===== src/rtl/imem_arb_pkg.sv =====
// Shared types and constants for the instruction-memory arbiter.
// Build option: IMEM_LOAD_LOCK_EN (restricts loader writes to core-halted periods).
package imem_arb_pkg;

  // Owner of the most recent grant; IDLE when the previous cycle granted nobody.
  typedef enum logic [1:0] {
    IDLE  = 2'd0,
    FETCH = 2'd1,
    LOAD  = 2'd2
  } arb_state_t;

  localparam int DEF_DEPTH  = 64;
  localparam int DEF_DATA_W = 32;

  // RISC-V "addi x0, x0, 0", returned for fetches that never reached memory.
  localparam logic [31:0] NOP_INSN = 32'h0000_0013;

  // A byte address is usable when it is word aligned and indexes inside the array.
  function automatic logic addr_ok(input logic [31:0] addr, input int addr_w);
    addr_ok = (addr[1:0] == 2'b00) && ((addr >> (addr_w + 2)) == 32'd0);
  endfunction

endpackage


===== src/rtl/imem_arb_streak.sv =====
// Consecutive-grant counter for the current owner and the burst-limit compare.
module imem_arb_streak (
  input  logic       clk,
  input  logic       rst_n,
  input  logic       grant,
  input  logic       same_owner,
  input  logic [3:0] max_burst,
  output logic       limit_hit,
  output logic [3:0] streak
);

  // Count grants to the same owner, restart at 1 on a switch, clear when idle.
  always_ff @(posedge clk or negedge rst_n) begin
    if (!rst_n) begin
      streak <= 4'd0;
    end else if (!grant) begin
      streak <= 4'd0;
    end else if (same_owner) begin
      streak <= (streak == 4'hF) ? 4'hF : streak + 4'd1;
    end else begin
      streak <= 4'd1;
    end
  end

  // ">=" rather than "==": an uncontested owner can run past the limit, and the
  // waiting side must still get the next grant once contention begins.
  assign limit_hit = (streak >= max_burst);

endmodule


===== src/rtl/imem_arbiter.sv =====
// Per-cycle arbiter sharing a single-ported instruction memory between the
// fetch path (reads) and the program loader (writes).
// Build option: IMEM_LOAD_LOCK_EN -- when defined, loads are accepted only while
// core_halt is high and a rejected load raises load_err.
//
// Handshake: a requester holds req/addr/wdata until it sees its gnt in the same
// cycle; gnt completes the transfer (no ready back-pressure beyond gnt), and a
// request withdrawn before its grant leaves no trace. fetch_rvalid follows
// fetch_gnt by exactly one cycle.
module imem_arbiter
  import imem_arb_pkg::*;
#(
  parameter int DATA_W    = DEF_DATA_W,
  parameter int DEPTH     = DEF_DEPTH,
  parameter int ADDR_W    = $clog2(DEPTH),
  parameter int MAX_BURST = 4
) (
  input  logic              clk,
  input  logic              rst_n,
  input  logic              fetch_req,
  input  logic [31:0]       fetch_addr,
  output logic              fetch_gnt,
  output logic              fetch_rvalid,
  output logic [DATA_W-1:0] fetch_rdata,
  input  logic              load_req,
  input  logic [31:0]       load_addr,
  input  logic [DATA_W-1:0] load_wdata,
  output logic              load_gnt,
  output logic              load_err,
  input  logic              core_halt,
  output logic              addr_err,
  output logic              mem_en,
  output logic              mem_we,
  output logic [ADDR_W-1:0] mem_addr,
  output logic [DATA_W-1:0] mem_wdata,
  input  logic [DATA_W-1:0] mem_rdata,
  output arb_state_t        state_dbg,
  output logic [3:0]        streak_dbg
);

  arb_state_t        state;
  arb_state_t        state_next;
  logic              fetch_elig;
  logic              load_elig;
  logic              gnt_f;
  logic              gnt_l;
  logic              any_gnt;
  logic              same_owner;
  logic              limit_hit;
  logic [3:0]        streak;
  logic [31:0]       sel_addr;
  logic              sel_ok;
  logic              rvalid_q;
  logic              bad_q;
  logic              addr_err_q;
  logic [DATA_W-1:0] rdata_q;

`ifdef IMEM_LOAD_LOCK_EN
  // A running core must not see its program change underneath it.
  assign load_elig = load_req && core_halt;
  assign load_err  = load_req && !core_halt;
`else
  logic unused_core_halt;
  assign unused_core_halt = core_halt;
  assign load_elig        = load_req;
  assign load_err         = 1'b0;
`endif

  assign fetch_elig = fetch_req;

  // Burst counter for the current owner; its limit flag drives the hand-over.
  imem_arb_streak u_streak (
    .clk        (clk),
    .rst_n      (rst_n),
    .grant      (any_gnt),
    .same_owner (same_owner),
    .max_burst  (4'(MAX_BURST)),
    .limit_hit  (limit_hit),
    .streak     (streak)
  );

  // Owner register: remembers who was granted last cycle.
  always_ff @(posedge clk or negedge rst_n) begin
    if (!rst_n) begin
      state <= IDLE;
    end else begin
      state <= state_next;
    end
  end

  // Grant decision and next owner, from owner, burst limit and live requests.
  always_comb begin
    gnt_f      = 1'b0;
    gnt_l      = 1'b0;
    state_next = IDLE;
    if (fetch_elig && load_elig) begin
      unique case (state)
        FETCH:   begin gnt_f = !limit_hit; gnt_l = limit_hit;  end
        LOAD:    begin gnt_f = limit_hit;  gnt_l = !limit_hit; end
        default: begin gnt_f = 1'b1;       gnt_l = 1'b0;       end
      endcase
    end else begin
      gnt_f = fetch_elig;
      gnt_l = load_elig;
    end
    if (gnt_f) begin
      state_next = FETCH;
    end else if (gnt_l) begin
      state_next = LOAD;
    end
  end

  assign any_gnt    = gnt_f || gnt_l;
  assign same_owner = (state == FETCH && gnt_f) || (state == LOAD && gnt_l);
  assign fetch_gnt  = gnt_f;
  assign load_gnt   = gnt_l;

  // The granted port owns the memory pins; an invalid address keeps the array idle.
  assign sel_addr  = gnt_l ? load_addr : fetch_addr;
  assign sel_ok    = addr_ok(sel_addr, ADDR_W);
  assign mem_en    = any_gnt && sel_ok;
  assign mem_we    = gnt_l && sel_ok;
  assign mem_addr  = any_gnt ? sel_addr[ADDR_W+1:2] : '0;
  assign mem_wdata = gnt_l ? load_wdata : '0;

  // Read-return tracking and the one-cycle address-error pulse.
  always_ff @(posedge clk or negedge rst_n) begin
    if (!rst_n) begin
      rvalid_q   <= 1'b0;
      bad_q      <= 1'b0;
      addr_err_q <= 1'b0;
    end else begin
      rvalid_q   <= gnt_f;
      bad_q      <= gnt_f && !sel_ok;
      addr_err_q <= any_gnt && !sel_ok;
    end
  end

  // Hold the last delivered instruction so fetch_rdata is stable between reads.
  always_ff @(posedge clk or negedge rst_n) begin
    if (!rst_n) begin
      rdata_q <= '0;
    end else if (rvalid_q) begin
      rdata_q <= fetch_rdata;
    end
  end

  assign fetch_rvalid = rvalid_q;
  assign fetch_rdata  = rvalid_q ? (bad_q ? DATA_W'(NOP_INSN) : mem_rdata) : rdata_q;
  assign addr_err     = addr_err_q;
  assign state_dbg    = state;
  assign streak_dbg   = streak;

endmodule


===== config.mk =====
export PLATFORM = sky130hd
export DESIGN_NAME = imem_arbiter
export DESIGN_NICKNAME = d
export VERILOG_FILES = /design/src/rtl/imem_arb_pkg.sv /design/src/rtl/imem_arb_streak.sv /design/src/rtl/imem_arbiter.sv
export SDC_FILE = /design/constraint.sdc
export NUM_CORES = 1
export LEC_CHECK = 0
export CORE_AREA = 2 2 84 86
export DETAILED_ROUTE_END_ITERATION = 12
export DIE_AREA = 0 0 86 88
export DONT_BUFFER_PORTS = 1
export HOLD_SLACK_MARGIN = 0.06
export PLACE_DENSITY = 0.49
export SLEW_MARGIN = 20
export SYNTH_ARGS = -nofsm -noshare
export SYNTH_HDL_FRONTEND = slang
export SYNTH_SLANG_ARGS = --single-unit

===== constraint.sdc =====
create_clock -name clk -period 3.5 [get_ports clk]
set_clock_uncertainty 0.1 [all_clocks]
set_input_delay 0.175 -clock clk [delete_from_list [all_inputs] [get_ports clk]]
set_output_delay 0.175 -clock clk [all_outputs]
set_load 0.05 [all_outputs]

==> results.md, run 1 <==
- Kind of end point of the critical path: primary output
- Required @ worst endpoint: 3.22 ns
- Core region area: around 6600 sq um
- Clock tree root buffer cell: sky130_fd_sc_hd__clkbuf_8
- Number of violations of the max-capacitance limit: 0
- Clock latency on the worst-skew pair: 0.29 ns
- Flip-flop and latch count after synthesis: 40
- Horizontal extent of the die: ~86 um
- Final weighted congestion in routability-driven placement: around 0.80
- Commonest non-fill, non-tap cells in the layout: 56 x sky130_fd_sc_hd__a22o_1, 40 x sky130_fd_sc_hd__dfrtp_1, 34 x sky130_fd_sc_hd__dlygate4sd3_1
- Cell types occupying the most area after synthesis: sky130_fd_sc_hd__dfrtp_1 43%, sky130_fd_sc_hd__a22o_1 21%, sky130_fd_sc_hd__and2_1 8.7%
- Signed area change from the synthesized netlist to the final layout: 52.1%
- Setup repair after global routing missed its margin: no
- Xor and xnor fraction of the mapped netlist area: 0%
- Synthesized-area fraction occupied by ao, oa, aoi and oai cells: 27.9%
- Initial Util: 34.7%
- Yosys top cell area share: 43.4%
- Achievable Freq: around 300 MHz
- Async set-or-reset flop fraction in the synthesized netlist: 100%
- Largest net degree at the start of global routing: 60
- Distinct cells, synth: 37
- Path category of the worst min-delay check: in -> reg
- Proportion of synthesized area in mux cells: 3.09%
- Final Hold Violating Endpoints: 0
- Drc violations: 0
- Per-cell routed wire length: 19.9 um
- Number of endpoints failing setup at the final stage: 0
- Cell taking the most area after synthesis: sky130_fd_sc_hd__dfrtp_1
- Leakage: 0.00156 uW
- Vertical die dimension: a little under 90 um
- Fraction of the mapped netlist area in simple logic gates: 19.5%
- Initial antenna violation count: 0
- Area of the mapped netlist: 2310 sq um
- Number of placement rows: 30
- Crit path launch type: flip-flop
- Worst-margin pin slew: around 0.7 ns
- Status: completed
- Crit path largest cell delay: 0.56 ns
- Cell Pwr Density: 489 nW/um^2
- Wire length of the first global-routing pass: 10800 um
- Post-detailed-placement half-perimeter wirelength: 5390 um
- Yosys warning total: 0
- Slowest CP cell: sky130_fd_sc_hd__dfrtp_1
- Number of flops mapped to enable cells by yosys: 0
- Die outline area: 7570 sq um
- Min cycle time layout: roughly 3.3 ns
- Post-CTS resize count: 0
- Kind of critical path: reg -> out
- Post-synthesis share of cell area spent on full adders, half adders and majority gates: 1.63%
- Cell family contributing the most delay on the critical path: simple AND/OR/NAND/NOR gates
- Post-synthesis area per instance: 10.2 sq um
- First-pass iteration count of the detailed router: 4
- Cells after synthesis: 226
- Maximum ir drop on the vdd rail: ~0.20 mV
- Clock Sink Count: 40
- Max transition margin: 53.2%
- Worst-path clk slew: 0.08 ns
- Clock tree from TritonCTS: done
- Wirelength, routed: 7440 um
- Part of the cycle the worst path needs: between 90 and 100%
- Total Routing Usage GR: 18.6%
- Most instantiated flip-flop cell in the synthesis netlist: sky130_fd_sc_hd__dfrtp_1
- Number of top-level pins: 216
- Number of antenna-violating nets in the routed design: 0
- CTS H-tree depth: 2
- Number of global-route vias before repair: 2065
- First-iteration detailed-routing DRC count: 64
- Most common library cell in the layout ignoring fill and taps: sky130_fd_sc_hd__a22o_1
- Aggregate global routing overflow: 0
- Power consumption: 1720 uW
- Crit Path Max Fanout: 35
- CP arrival: 2.99 ns
- Fin nets: 428
- Via density per instance: 5.68
- Layout cell share with drive strength beyond 1: approximately a fifth
- Count of buffers inserted at the top-level ports: 0
- Sequential fraction of the synthesis area: 43.4%
- Slew Limit Fails: 0
- Combinational family with the most area after synthesis: compound AO/OA/AOI/OAI gates
- Worst path bufs/invs: 3
- Syn_nets: 362
- N_diodes: 0
- TritonCTS buffer count: 5
- Max Root-Sink Buffers: 2
- Cells along the critical path: clkinv_1 > ha_1 > or4b_4 > o211ai_4 > inv_6 > or3_4 > a21oi_4 > buf_12
- Overall via count from detail_route: 2117
- Setup TNS: 0 ns
path summary, 6_finish.rpt:
kind / from / endpoint / slack [ns] / cells past startpoint
max: state_dbg[0] / mem_en / 0.24 / 8
min: load_req / state_dbg[1] / 0.07 / 2
max reg2reg: state_dbg[0] / bad_q / 0.76 / 7
min reg2reg: rdata_q[29] / rdata_q[29] / 0.39 / 1
max in group asynchronous: rst_n / rdata_q[31] / 2.86 / 2
min in group asynchronous: rst_n / rdata_q[18] / 0.24 / 2
power by group:
| group | switching (uW) | internal, uW |
|---|---|---|
| Clock | 168 | 211 |
| Sequential | 52.0 | 517 |
| Combinational | 453 | 316 |
| Total | 673 | 1040 |
synth_stat cells, drive strengths merged (2+ instances only):
cell      n
a21oi     3
a22o     56
a31oi     2
and2     32
and3      2
buf       8
clkbuf   10
dfrtp    40
ha        3
inv       4
mux2i     6
nand2     2
nand2b    3
nand3     4
nor2     15
nor4     12
o22a      6
o2bb2ai   2
state kept, by name, summed over array words and instances, names as in the netlist:
signal	flops
state_dbg	2
u_streak.streak	4
bad_q	1
addr_err	1
rdata_q	32
through the flow:
| step | hold WS [ns] | worst slack, ns | cell area (sq um) | utilization, % | cells |
|---|---|---|---|---|---|
| floorplan | -0.221 | 0.118 | 2320 | - | 226 |
| global placement | -0.220 | 0.591 | 3040 | 45.8 | 330 |
| detailed placement | -0.220 | 0.531 | 3040 | 45.8 | 330 |
| CTS | 0.0680 | 0.188 | 3510 | 52.9 | 373 |
| global route | 0.103 | 0.0114 | 3510 | 52.9 | 373 |
| finish | 0.0701 | 0.236 | 3510 | 52.9 | 373 |
final cells by class:
cell class | instances | area [sq um]
clock buffers | 5 | 68.8
clock inverters | 3 | 42.5
fillers | 578 | 3130
inverters | 5 | 23.8
multi-input cells | 163 | 1220
flip-flops and latches | 40 | 1000
well taps | 80 | 100
repair buffers | 77 | 1050
metal layers:
layer	routed length (um)	part of all wire, %	up-vias	global-route usage, %
met2	3680	50	105	29.5
met1	3170	43	1019	25.7
met5	0	0	-	0
li1	-	-	987	-
met4	80	1.1	0	6.06
met3	503	6.8	6	3.49
logic make-up after synthesis:
kind of cell,after synthesis
adders and majority gates,3
DFF,40
buffers and inverters,23
other,1
AOI/OAI and AO/OA,75
muxes,7
and+or+nand+nor,77
what timing repair did:
action / 4_1_cts / 5_1_grt
hold buffers: 35 / 0
endpoints found under the hold margin: 74 / 0
setup buffers: 0 / 0
No activity file was read; power rests on OpenSTA's default activity.
==> run 2, diff against run 1 <==
- PLACE_DENSITY: 0.49 -> 0.5
- SLEW_MARGIN: 20 -> 0
- clock period: 3.5 -> 2.7 ns (I/O delays scaled with it)
==> run 2 against run 1 <==
Non-clock buffer count increased by 5. Routed wire length increased by 3.8%. Via count increased by 1.2%. First-iteration DRC count increased by 110%. Global-route usage increased by 0.70 points. Power increased by 36%. Sequential power increased by 28%. Largest power group unchanged.
==> results.md, run 2 (synthesized netlist as in run 1, its figures left out) <==
- Placed Cells incl. Taps: 334 (+1.2%)
- Fin nets: 433 (+1.2%)
- Horizontal extent of the die: 86 um (unchanged)
- Register with the most flip-flops: rdata_q
- Kind of critical path: reg -> out
- Source of the worst register-to-register timing path: state_dbg[0]
- Drc violations: 0 (unchanged)
- Path category of the worst min-delay check: in -> reg
- Wire length of the first global-routing pass: 11000 um (+1.7%)
- Number of top-level pins: 216 (unchanged)
- Post-DP Area: 3180 sq um (+4.4%)
- Clock tree from TritonCTS: done
- Terminating pin of the worst hold path: u_streak.streak[0]
- Combinational share of power: 44.7% (about the same)
- Layout cell share with drive strength beyond 1: 26.9% (+6.8 points)
- Total Routing Usage GR: 19.3% (+0.70 points)
- CP arrival: 2.38 ns (-0.61 ns)
- Setup slack, reg-to-reg: 0.50 ns (-0.26 ns)
- Clock tree root buffer cell: sky130_fd_sc_hd__clkbuf_8
- Worst-margin pin slew: 1.14 ns (+0.439 ns)
- Number of placement rows: 30 (unchanged)
- Overall via count from detail_route: 2143 (+1.2%)
- Final Hold Violating Endpoints: 0 (unchanged)
- Die outline area: 7570 sq um (unchanged)
- Number of antenna-violating nets in the routed design: 0 (unchanged)
- Core region area: 6640 sq um (unchanged)
- Relative contribution of the clock network to total power: 24.0% (+1.9 points)
- Internal power of the cells: 1480 uW (+41%)
- Vertical die dimension: 88 um (unchanged)
- Terminus of the critical flop-to-flop path: addr_err
- Initial antenna violation count: 0 (unchanged)
- Worst-path clk slew: 0.07 ns (about the same)
- Largest net degree at the start of global routing: 59 (-1.7%)
- First-pass iteration count of the detailed router: 4 (unchanged)
- Most common library cell in the layout ignoring fill and taps: sky130_fd_sc_hd__a22o_1
- First-iteration detailed-routing DRC count: 136 (+110%)
- Part of the cycle the worst path needs: 97.0%
- Min cycle time layout: 2.62 ns
- Slew Limit Fails: 0 (unchanged)
- Max Root-Sink Buffers: 2 (unchanged)
- Initial Util: 34.7% (unchanged)
- Share of total power consumed by net switching: 36.8% (-2.4 points)
- Startpoint of the worst hold path: fetch_req
- Number of endpoints failing setup at the final stage: 0 (unchanged)
- Achievable Freq: 382 MHz
- Per-cell routed wire length: 20.5 um (+2.7%)
- Hold Path Cell Cnt: 3 (+1)
- Wirelength, routed: 7720 um (+3.8%)
- Status: completed
- Final Instance Count excl. Fillers: 377 (+1.1%)
- Depth of the most critical reg-to-reg path: 7 (unchanged)
- Aggregate global routing overflow: 0 (unchanged)
- CTS H-tree depth: 2 (unchanged)
- Count of buffers inserted at the top-level ports: 0 (unchanged)
- Signed area change from the synthesized netlist to the final layout: 59.2%
- Kind of end point of the critical path: primary output
- Required @ worst endpoint: 2.47 ns (-0.75 ns)
- Cell Pwr Density: 636 nW/um^2 (+30%)
- Maximum ir drop on the vdd rail: 0.274 mV (+34%)
- Setup Buffers After CTS: 0 (unchanged)
- Post-detailed-placement half-perimeter wirelength: 5770 um (+7.0%)
- Setup repair after global routing missed its margin: no
- Number of global-route vias before repair: 2006 (-2.9%)
- TritonCTS buffer count: 5 (unchanged)
- Sequential Power Share: 31.3% (-1.8 points)
- N_diodes: 0 (unchanged)
- Reported net switching power: 861 uW (+28%)
- Crit path launch type: flip-flop
- Max transition margin: 23.9% (-29 points)
- Via density per instance: 5.68 (+0.15%)
- Leakage: 0.00163 uW (+4.7%)
- Number of violations of the max-capacitance limit: 0 (unchanged)
- Commonest non-fill, non-tap cells in the layout: 56 x sky130_fd_sc_hd__a22o_1, 39 x sky130_fd_sc_hd__dfrtp_1, 36 x sky130_fd_sc_hd__buf_12
- Final cell area excluding filler cells: 3670 sq um (+4.6%)
- Max reg flops: 32 (unchanged)
- Crit Path Max Fanout: 35 (unchanged)
- Final weighted congestion in routability-driven placement: 0.863 (+7.6%)
- Clock Sink Count: 40 (unchanged)
- Clock latency on the worst-skew pair: 0.28 ns (about the same)
run 2: area by class of cell:
type / count / area, sq um
Clock buffer: 5 / 68.8
Clock inverter: 2 / 60.1
Fill cell: 564 / 2970
Inverter: 5 / 25.0
Multi-Input combinational cell: 163 / 1260
Sequential cell: 40 / 1000
Tap cell: 80 / 100
Timing Repair Buffer: 82 / 1150
run 2: metrics by stage:
stage | util [%] | hold WS (ns) | power (uW) | setup TNS [ns] | setup slack [ns]
after floorplan | - | -0.261 | 1380 | -0.117 | -0.117
after global placement | 47.8 | -0.260 | 1730 | 0 | 0.411
after detailed placement | 47.8 | -0.260 | 1730 | 0 | 0.383
after CTS | 55.3 | 0.0686 | 2370 | 0 | 0.0555
after global routing | 55.3 | 0.125 | 2440 | 0 | 0.00281
final | 55.3 | 0.0715 | 2340 | 0 | 0.0813
run 2: critical path, cell delays in order, from the launching register on:
cell and delay, ns:
sky130_fd_sc_hd__dfrtp_2 0.38, sky130_fd_sc_hd__clkinv_2 0.09, sky130_fd_sc_hd__ha_2 0.21, sky130_fd_sc_hd__or4b_4 0.49
sky130_fd_sc_hd__o211ai_4 0.12, sky130_fd_sc_hd__inv_6 0.13, sky130_fd_sc_hd__or3_4 0.37, sky130_fd_sc_hd__a21oi_4 0.15
sky130_fd_sc_hd__buf_12 0.15
run 2: power by group through the flow:
stage                     Clock (uW)  Sequential [uW]  Combinational (uW)
after global placement             0              738                 988
final                            562              731                1050
after CTS                        584              729                1050
after detailed placement           0              741                 992
after global routing             611              738                1090
after floorplan                    0              740                 638
run 2: repair_timing:
action	CTS	global route
resized for setup	0	0
endpoints found under the setup margin	0	0
hold buffers	36	0
endpoints found under the hold margin	75	0
run 2: worst max-delay path by stage:
stage | from | end | cells after the start
floorplan | state_dbg[0] | mem_en | 9
global placement | state_dbg[0] | mem_en | 8
detailed placement | state_dbg[0] | mem_en | 8
CTS | state_dbg[0] | mem_en | 8
global route | state_dbg[0] | mem_en | 8
finish | state_dbg[0] | mem_en | 8
run 2: routing by layer:
metal  track usage (%)  vias up  part of all wire (%)
li1                  -      990                     -
met5                 0        -                     0
met4              7.36        0                   2.3
met1              25.7     1039                    42
met3              3.20       11                   6.2
met2              31.6      103                    50
